<file path="config.mk">
export PLATFORM = sky130hd
export DESIGN_NAME = dbus_responder
export DESIGN_NICKNAME = d
export VERILOG_FILES = /design/src/rtl/dbus_responder_pkg.sv /design/src/rtl/dbus_req_queue.sv /design/src/rtl/dbus_responder.sv
export SDC_FILE = /design/constraint.sdc
export NUM_CORES = 1
export LEC_CHECK = 0
export ABC_AREA = 1
export CORE_MARGIN = 1.5
export CORE_UTILIZATION = 30
export CTS_BUF_LIST = sky130_fd_sc_hd__clkbuf_16
export CTS_CLUSTER_SIZE = 25
export DETAILED_ROUTE_END_ITERATION = 16
export DONT_BUFFER_PORTS = 1
export GPL_TIMING_DRIVEN = 0
export PLACE_DENSITY = 0.42
export SLEW_MARGIN = 20
export SYNTH_ARGS = -nofsm -noshare
export SYNTH_HDL_FRONTEND = slang
export SYNTH_SLANG_ARGS = --single-unit
</file>
<file path="constraint.sdc">
create_clock -name clk -period 11.82 [get_ports clk]
set_clock_uncertainty 0.2 [all_clocks]
set_input_delay 2.364 -clock clk [delete_from_list [all_inputs] [get_ports clk]]
set_output_delay 2.364 -clock clk [all_outputs]
set_load 0.1 [all_outputs]
</file>
<file path="src/rtl/dbus_responder_pkg.sv">
// Shared types and constants for the data-bus responder: queued request record,
// access-size encodings and the issue FSM state type.
package dbus_responder_pkg;

    localparam logic [2:0] DBUS_SIZE_BYTE = 3'd0;
    localparam logic [2:0] DBUS_SIZE_HALF = 3'd1;
    localparam logic [2:0] DBUS_SIZE_WORD = 3'd2;

    typedef struct packed {
        logic        wr;
        logic [3:0]  wstrb;
        logic [31:0] addr;
        logic [31:0] wdata;
    } dbus_req_t;

    typedef enum logic {
        ISS_IDLE = 1'b0,
        ISS_REQ  = 1'b1
    } iss_state_t;

endpackage

</file>
<file path="src/rtl/dbus_req_queue.sv">
// In-order request storage with allocate / issue / return pointers. Pointers carry
// one extra MSB so a full queue (count == DEPTH) is distinguishable from empty.
module dbus_req_queue
    import dbus_responder_pkg::*;
#(
    parameter int DEPTH = 2,
    localparam int IW = $clog2(DEPTH),
    localparam int PW = IW + 1
) (
    input  logic            clk,
    input  logic            reset,
    input  logic            alloc_en,
    input  dbus_req_t       alloc_data,
    input  logic            iss_en,
    input  logic            ret_en,
    input  logic [PW-1:0]   rd_ptr,
    output dbus_req_t       rd_data,
    input  logic [PW-1:0]   rsp_ptr,
    output logic            rsp_wr,
    output logic [PW-1:0]   alloc_ptr,
    output logic [PW-1:0]   iss_ptr,
    output logic [PW-1:0]   ret_ptr,
    output logic [PW-1:0]   count
);

    localparam logic [PW-1:0] PTR_ONE = PW'(1);

    dbus_req_t entries [DEPTH];

    // Storage needs no reset: an entry is only read after it has been allocated.
    always_ff @(posedge clk) begin
        if (alloc_en) begin
            entries[alloc_ptr[IW-1:0]] <= alloc_data;
        end
    end

    always_ff @(posedge clk or posedge reset) begin
        if (reset) begin
            alloc_ptr <= '0;
            iss_ptr   <= '0;
            ret_ptr   <= '0;
        end else begin
            if (alloc_en) alloc_ptr <= alloc_ptr + PTR_ONE;
            if (iss_en)   iss_ptr   <= iss_ptr + PTR_ONE;
            if (ret_en)   ret_ptr   <= ret_ptr + PTR_ONE;
        end
    end

    assign count   = alloc_ptr - ret_ptr;
    assign rd_data = entries[rd_ptr[IW-1:0]];
    assign rsp_wr  = entries[rsp_ptr[IW-1:0]].wr;

endmodule

</file>
<file path="src/rtl/dbus_responder.sv">
// Responder for the execute stage's data bus: queues up to DEPTH requests, issues
// them in order on a grant/valid memory port and returns one data_ok per request.
module dbus_responder
    import dbus_responder_pkg::*;
#(
    parameter int DEPTH = 2
) (
    input  logic        clk,
    input  logic        reset,
    input  logic        dcache_req,
    input  logic        dcache_wr,
    input  logic [3:0]  dcache_wstrb,
    input  logic [2:0]  dcache_size,
    input  logic [31:0] dcache_addr,
    input  logic [31:0] dcache_wdata,
    output logic        dcache_addr_ok,
    output logic        dcache_data_ok,
    output logic [31:0] dcache_rdata,
    output logic        mem_req,
    output logic        mem_wr,
    output logic [3:0]  mem_wstrb,
    output logic [31:0] mem_addr,
    output logic [31:0] mem_wdata,
    input  logic        mem_gnt,
    input  logic        mem_rvalid,
    input  logic [31:0] mem_rdata
);

    localparam int PW = $clog2(DEPTH) + 1;

    iss_state_t    state;
    dbus_req_t     new_req, nxt_req, sel_req;
    logic [PW-1:0] alloc_ptr, iss_ptr, ret_ptr, count, nxt_ptr, rsp_ptr;
    logic          accept, iss_adv, load_slot, nxt_stored;
    logic          in_flight, rsp_ok, rsp_is_store;

    assign accept         = dcache_req && !reset && (count < PW'(DEPTH));
    assign dcache_addr_ok = accept;

    assign new_req = '{wr:    dcache_wr,
                       wstrb: dcache_wr ? dcache_wstrb : 4'b0000,
                       addr:  {dcache_addr[31:2], 2'b00},
                       wdata: dcache_wdata};

    // A new entry is loaded when idle or when the current one is granted. If the next
    // entry is being accepted this very cycle it is taken straight from the inputs.
    assign iss_adv    = (state == ISS_REQ) && mem_gnt;
    assign load_slot  = (state == ISS_IDLE) || mem_gnt;
    assign nxt_ptr    = iss_ptr + PW'(iss_adv);
    assign nxt_stored = nxt_ptr != alloc_ptr;
    assign sel_req    = nxt_stored ? nxt_req : new_req;

    // ret_ptr only moves while data_ok is high, so a response already registered
    // but not yet retired shifts the entry that the current rvalid belongs to.
    assign rsp_ptr   = ret_ptr + PW'(dcache_data_ok);
    assign in_flight = iss_ptr != rsp_ptr;
    assign rsp_ok    = mem_rvalid && in_flight;

    dbus_req_queue #(.DEPTH(DEPTH)) u_queue (
        .clk        (clk),
        .reset      (reset),
        .alloc_en   (accept),
        .alloc_data (new_req),
        .iss_en     (iss_adv),
        .ret_en     (dcache_data_ok),
        .rd_ptr     (nxt_ptr),
        .rd_data    (nxt_req),
        .rsp_ptr    (rsp_ptr),
        .rsp_wr     (rsp_is_store),
        .alloc_ptr  (alloc_ptr),
        .iss_ptr    (iss_ptr),
        .ret_ptr    (ret_ptr),
        .count      (count)
    );

    always_ff @(posedge clk or posedge reset) begin
        if (reset) begin
            state     <= ISS_IDLE;
            mem_req   <= 1'b0;
            mem_wr    <= 1'b0;
            mem_wstrb <= 4'b0000;
            mem_addr  <= '0;
            mem_wdata <= '0;
        end else if (load_slot) begin
            if (nxt_stored || accept) begin
                state     <= ISS_REQ;
                mem_req   <= 1'b1;
                mem_wr    <= sel_req.wr;
                mem_wstrb <= sel_req.wstrb;
                mem_addr  <= sel_req.addr;
                mem_wdata <= sel_req.wdata;
            end else begin
                state   <= ISS_IDLE;
                mem_req <= 1'b0;
            end
        end
    end

    always_ff @(posedge clk or posedge reset) begin
        if (reset) begin
            dcache_data_ok <= 1'b0;
            dcache_rdata   <= '0;
        end else begin
            dcache_data_ok <= rsp_ok;
            dcache_rdata   <= (rsp_ok && !rsp_is_store) ? mem_rdata : '0;
        end
    end

    // A completion with nothing outstanding is dropped above; flag it here.
    a_rvalid_in_flight: assert property (@(posedge clk) disable iff (reset)
        mem_rvalid |-> in_flight);
    a_size_legal: assert property (@(posedge clk) disable iff (reset)
        dcache_req |-> dcache_size <= DBUS_SIZE_WORD);
    a_byte_store_lane: assert property (@(posedge clk) disable iff (reset)
        (dcache_req && dcache_wr && dcache_size == DBUS_SIZE_BYTE)
        |-> dcache_wstrb == (4'b0001 << dcache_addr[1:0]));

endmodule

</file>
# [Word-level counts from Yosys, hierarchy flattened]
# Memories as Yosys holds them, arrays and structs flattened.
# Cells that the tools add are included.
[word_totals] register_bits=109 ramBits=134 in_bits=109 output_inout_bits=104 elab_cells=37 n_memories=1
[classes] addsub=6 magnitude_cmp=1 n_eq_ne=2 n_mux=6 n_bitwise=1 reduce_logical=10
[memory_table] memory="u_queue.entries" words=2 width=67 read_ports=2 rd_ports_with_merged_regs=0 wr=1 line_no="dbus_req_queue.sv:28" rtl="dbus_req_t entries [DEPTH];"
[ops] operator="two-way mux 69 bit" count=1
[ops] operator="two-way mux 32 bit" count=1
[ops] operator="adder 2 x 1 -> 2 bit (second input constant)" count=3
[ops] operator="logical AND 1 bit" count=5
[ops] operator="adder 2 x 1 -> 2 bit" count=2
[ops] operator="two-way mux 4 bit" count=1
[ops] operator="inequality test 2 bit" count=2
[ops] operator="two-way mux 1 bit" count=3
[ops] operator="logical NOT 1 bit" count=2
[ops] operator="logical OR 1 bit" count=2
[ops] operator="< comparator 2 bit (second input constant)" count=1
[ops] operator="AND reduction 2 bit" count=1
[ops] operator="subtractor 2 bit" count=1
[ops] operator="inverter 1 bit" count=1

# [Longest topological paths before layout]
# Gate-level depths: netlist (run 1).
[depth] ltp_word=5 depth_mapped=15 depth_no_buf=13

# [Modules after synthesis]
# Synthesis (run 1) repeated with hierarchy kept, for this count alone.
[unflattened] cells_unflattened=1052 area_unflattened_um2=10321.1
[modules_own_cells] module="dbus_req_queue" instances=1 cells_per_inst=393 area_each_um2=5442.7 seq_area_each_um2=4294.1
[modules_own_cells] module="dbus_responder" instances=1 cells_per_inst=659 area_each_um2=4878.4 seq_area_each_um2=2577.5

# [Least setup slack after synthesis (run 1)]
# Ideal clock, no wire load.
[synth_path] path_type="in2reg" startpoint="input port dcache_req" endpoint="memory u_queue.entries[1][0] in the netlist's numbering, enable pin" setup_ns=0.495 t_arrival_ns=5.488 required_time_ns=11.125 path_slack_ns=5.637 path_stages=4 path_buffers=0 path_cell_list="inv_1 -> nor2_1 -> nand3_2 -> nor2_1"
[synth_between] elab_chain_len=4
[synth_rtl] element="from (decl)" line_no="dbus_responder.sv:10" rtl="input logic dcache_req,"
[synth_rtl] element="logical AND 1 bit (2 in a row)" line_no="dbus_responder.sv:37" rtl="assign accept = dcache_req && !reset && (count < PW'(DEPTH));"
[synth_rtl] element="two-way mux 1 bit" line_no="dbus_req_queue.sv:32" rtl="if (alloc_en) begin"
[synth_rtl] element="two-way mux 1 bit (implied by the code)" line_no="dbus_req_queue.sv:33" rtl="entries[alloc_ptr[IW-1:0]] <= alloc_data;"
[synth_rtl] element="to (decl)" line_no="dbus_req_queue.sv:28"
# Every way passes these cells.

# [Worst setup path after layout (run 1)]
[layout_path] startpoint="input port dcache_req" endpoint="output port dcache_addr_ok"
[layout_between] elab_chain_len=2
[layout_rtl] element="logical AND 1 bit (2 in a row)" line_no="dbus_responder.sv:37"
[layout_rtl] element="to (decl)" line_no="dbus_responder.sv:16" rtl="output logic dcache_addr_ok,"
# Every way passes these cells.

==> flow_summary.toml, run 1 <==
[clock_network]
clk_latency_ps = 540
cts_buffers = 28
cts-htree-levels = 1
cts_tree = "built"
clkTransAtPathRegs_ps = 50
clockBufferDepth = 3
post_cts.repair.setup_buffers = 0
numClockSinks = 241
cts_resized = 0
cts-root-buf = "clkbuf_16"
hold_buffers = 0

[routing]
first_pass_iters = 4
routed_via_density = 4.51
ant_nets = 0
via_count = 7008
initialDrtViolationCount = 333
drt_wl_total_um = 28200
drt-wirelength-per-cell_um = 18.1
drc = 0

[timing]
setup_viol = 0
fmax_mhz = 165
maxSlewViolCount = 0
grt_setup_unrepaired = "false"
finalHoldViolations = 0
fin_tns_setup_ps = 0
layout_min_cycle_time_ps = 6050
worst_slew_pin_slew_ps = 1040
max_slew_margin = 0.310
finalCritPeriodShare = 0.511

[grt]
grt_remaining_overflow = 0
track_usage = 0.162
antenna_found_initial = 0
grt_first_pass_wirelength_um = 43900
grt_max_degree = 66
grt_pass1_vias = 7130

[yosys]
synth_seq_cells = 241
synth_xor_area_frac = 0.00691
synth_cell_types = 22
avgSynthCellArea_sq_um = 9.70
synth-compound-area-share = 0.000987
netlist_area_sq_mm = 0.0101
netlist_instances = 1046
synthTopCellsByArea = "edfxtp_1 (40%), dfrtp_1 (26%), nand2_1 (18%)"
synthAdderAreaFrac = 0.00247
yosysTopAreaCellShare = 0.397
synth_top_family_by_area = "simple AND/OR/NAND/NOR gates"
muxShareOfSynthArea = 0
ys_warn_count = 0
seq_area_frac_synth = 0.661
synth_top_cell_by_area = "edfxtp_1"
synth-simple-area-share = 0.275

[layout]
area_growth_pct = 16.0
final_cell_mix = "nand2_1 (490), edfxtp_1 (134), dfrtp_1 (107)"
fin_nets = 1196
num_antenna_cells = 0
layout_commonest_cell = "nand2_1"
drive_gt1_frac = 0.0796

[worst_setup_path]
crit_path_cell_trace = "inv_1, nor2_1, nand3_2, inv_1"
crit_type = "input port to output pin"
critPathMostFrequentCell = "inv_1"
cp_data_required_time_ps = 9260
critPathMaxFanout = 5
start_kind = "input port"
cp_slowest_stage_delay_ps = 700
cp-end-kind = "output pin"
crit_slowest_cell = "inv_1"
cp.arrival_ps = 3480

[floorplan]
rows = 67
io_pins = 213
dieWidth_um = 187
dieHeight_um = 187
start_util = 0.303
fp.dieArea_sq_mm = 0.0349
core_area_sq_mm = 0.0334

[placement]
io_buffers = 0
gp_congestion = 0.717
hpwl_um = 18600

[hold_path]
hold_class = "register to register"

[status]
status = "finished, final reports clean"

[job]
max_cap_viol_count = 0
## Yosys cell counts
cell / count
a21oi_1: 1
buf_1: 3
buf_2: 24
buf_4: 10
buf_6: 3
clkbuf_1: 29
conb_1: 1
dfrtp_1: 107
edfxtp_1: 134
ha_1: 2
inv_1: 49
inv_2: 3
nand2_1: 490
nand2_2: 2
nand2b_1: 1
nand3_1: 72
nand3_2: 1
nand4_1: 67
nor2_1: 38
o21ai_0: 1
xnor2_1: 3
xor2_1: 5
## sequential cells by signal, indices dropped and copies added (netlist names)
name               flops
mem_wdata             32
u_queue.ret_ptr        2
dcache_data_ok         1
u_queue.entries      134
dcache_rdata          32
u_queue.alloc_ptr      2
mem_wstrb              4
u_queue.iss_ptr        2
mem_addr              30
mem_wr                 1
state                  1
## path summary, 6_finish.rpt
kind                                          from            endpoint  slack [ps]  cells after the start
worst min-delay path            u_queue.ret_ptr[0]  u_queue.ret_ptr[0]         330                      1
worst max register to register               state       mem_wdata[28]        8330                     15
min in group asynchronous                    reset       mem_wdata[12]        1520                      1
max in group asynchronous                    reset  u_queue.ret_ptr[0]        9190                      2
worst max-delay path                    dcache_req      dcache_addr_ok        5770                      4
worst min register to register  u_queue.ret_ptr[0]  u_queue.ret_ptr[0]         330                      1
## routing by layer
layer / wire length [um] / vias to the layer above / GRT usage
met5: 0 / - / 0
met4: 387 / 0 / 0.0304
met3: 2090 / 28 / 0.0471
met2: 13000 / 216 / 0.261
met1: 12800 / 3284 / 0.218
li1: - / 3480 / -
## stage by stage
| stage | std cells | hold WS [ps] | setup slack (ps) | cell area (sq um) | util |
|---|---|---|---|---|---|
| CTS | 1554 | 335 | 5700 | 11800 | 0.352 |
| detailed placement | 1503 | 325 | 5700 | 10900 | 0.327 |
| finish | 1554 | 329 | 5770 | 11800 | 0.352 |
| global placement | 1495 | 324 | 2890 | 10700 | 0.320 |
| floorplan | 1047 | 286 | 5640 | 10100 | - |
| global route | 1554 | 347 | 5710 | 11800 | 0.352 |
## worst max-delay path, delay by kind of cell
kind / cells / cell delay (ps)
buf+inv: 2 / 720
simple gates: 2 / 390
## cell families (layout without fill, tap and decap cells)
logic type	Yosys count	in the layout
and+or+nand+nor	671	671
DFF	241	241
buffers and inverters	121	180
xor gates and xnor gates	8	8
adders and majority gates	2	2
AOI/OAI and AO/OA	2	2
other	1	2
## area by class of cell
cell class                      instances  area, sq um
Tap cell                              448          561
Clock inverter                         21         85.1
Timing Repair Buffer                    8          205
Multi-Input combinational cell        685         2920
Buffer                                 69          349
Fill cell                            3362        21700
Clock buffer                           30          751
Sequential cell                       241         6700
Inverter                               52          200
Power of run 1 is not shown: default switching activity piles up to over one toggle a cycle in this logic, so the estimate is an artifact.
==> run 2: changes to the inputs <==
--- a/config.mk
+++ b/config.mk
@@ -13,7 +13,7 @@
 export DETAILED_ROUTE_END_ITERATION = 16
 export DONT_BUFFER_PORTS = 1
 export GPL_TIMING_DRIVEN = 0
-export PLACE_DENSITY = 0.42
+export PLACE_DENSITY = 0.43
 export SLEW_MARGIN = 20
 export SYNTH_ARGS = -nofsm -noshare
 export SYNTH_HDL_FRONTEND = slang
==> constraint.sdc (replaced) <==
create_clock -name clk -period 5.2 [get_ports clk]
set_clock_uncertainty 0.2 [all_clocks]
set_input_delay 1.04 -clock clk [delete_from_list [all_inputs] [get_ports clk]]
set_output_delay 1.04 -clock clk [all_outputs]
set_load 0.1 [all_outputs]
==> run 2 against run 1 <==
Net effect:
- die area is the same
- sequential share of layout area decreased by 0.43 points
- global-route usage is 0.10 points lower
- non-clock buffer count unchanged
- setup slack got worse by 4200 ps
- count of clock-buffer cells in the layout unchanged
==> flow_summary.toml, run 2 (same netlist as run 1, synthesis figures left out) <==
[worst_setup_path]
start_kind = "register"
critPathMaxFanout = 10
cp_data_required_time_ps = 5470
cp-end-kind = "register"
r2r_cells = 15
crit_type = "register to register"
cp.arrival_ps = 3870

[grt]
grt_remaining_overflow = 0
grt_first_pass_wirelength_um = 43700
track_usage = 0.161
grt_pass1_vias = 7268
antenna_found_initial = 0
grt_max_degree = 59

[routing]
ant_nets = 0
dr_wl_met3_um = 1980
first_pass_iters = 4
drt_wl_total_um = 28100
routed_via_density = 4.55
initialDrtViolationCount = 233
routed-wl-met2_um = 13400
dr.max_layer_used = "met4"
m1WireLength_um = 12300
drc = 0
drt-wirelength-per-cell_um = 18.1
via_count = 7086

[clock_network]
post_cts.repair.setup_buffers = 0
numClockSinks = 241
cts_resized = 0
hold_buffers = 0
cts-root-buf = "clkbuf_16"
cts_tree = "built"
cts_buffers = 29
clkTransAtPathRegs_ps = 60
cts-htree-levels = 1
clockBufferDepth = 3
clk_latency_ps = 540

[floorplan]
rows = 67
dieWidth_um = 187
core_area_sq_mm = 0.0334
io_pins = 213
fp.dieArea_sq_mm = 0.0349
dieHeight_um = 187
start_util = 0.303

[placement]
io_buffers = 0
gp_congestion = 0.722
hpwl_um = 18600

[layout]
area_growth_pct = 16.9
layout_commonest_cell = "nand2_1"
seq_area_sq_mm = 0.00670
num_antenna_cells = 0
final_cell_mix = "nand2_1 (490), edfxtp_1 (134), dfrtp_1 (107)"
largest_register_ffs = 134
multi_input_area_sq_mm = 0.00292
postLayoutCoreUtil = 0.355
fillers = 3390
drive_gt1_frac = 0.0866
fin_nets = 1197

[timing]
grt_setup_unrepaired = "false"
setup_viol = 0
maxSlewViolCount = 0
layout_min_cycle_time_ps = 3600
finalCritPeriodShare = 0.692
worst_slew_pin_slew_ps = 1040
max_slew_margin = 0.305
fmax_mhz = 278
finalHoldViolations = 0

[hold_path]
hold_class = "input port to async pin"

[job]
max_cap_viol_count = 0

[status]
status = "finished, final reports clean"
-- run 2: cell type report --
class	count	area share
well taps	448	0.0473
clock inverters	23	0.0154
flip-flops and latches	241	0.565
multi-input cells	685	0.246
repair buffers	8	0.0167
inverters	52	0.0169
clock buffers	30	0.0633
plain buffers	69	0.0294
-- run 2: path summary, 6_finish.rpt --
| check | start | to | slack, ps |
|---|---|---|---|
| worst min-delay path | reset | mem_wdata[5] | 250 |
| min in group clk | u_queue.ret_ptr[0] | u_queue.ret_ptr[0] | 330 |
| worst max register to register | state | mem_addr[22] | 1600 |
| worst max-delay path | state | mem_addr[22] | 1600 |
| max in group asynchronous | reset | mem_addr[18] | 3880 |
| worst min register to register | u_queue.ret_ptr[0] | u_queue.ret_ptr[0] | 330 |
-- run 2: through the flow --
stage | std cells | area, sq um | worst slack, ps | hold slack [ps] | setup TNS (ps)
6_report | 1556 | 11900 | 1600 | 249 | 0
4_1_cts | 1556 | 11900 | 1480 | 251 | 0
2_1_floorplan | 1047 | 10100 | 341 | 286 | 0
3_5_place_dp | 1503 | 10900 | 1510 | 321 | 0
5_1_grt | 1556 | 11900 | 1290 | 285 | 0
3_3_place_gp | 1495 | 10700 | -2340 | 324 | -380380
-- run 2: metal layers --
| layer | GRT usage | vias to the layer above |
|---|---|---|
| met4 | 0.0298 | 0 |
| met2 | 0.270 | 186 |
| met1 | 0.209 | 3375 |
| met5 | 0 | - |
| li1 | - | 3487 |
| met3 | 0.0437 | 38 |
-- run 2: critical path, cell delays in order (launching register included) --
cell and delay, ps:
dfrtp_1 950, nand2_1 310, inv_1 140, ha_1 230, buf_2 180, inv_2 90
nand2_1 60, nand2_2 160, nand2_1 80, nor2_1 100, nand2_1 200, nand2_2 280
buf_6 220, buf_6 170, nand2_1 60, nand2_1 100
Power of run 2 is left out for the same reason.
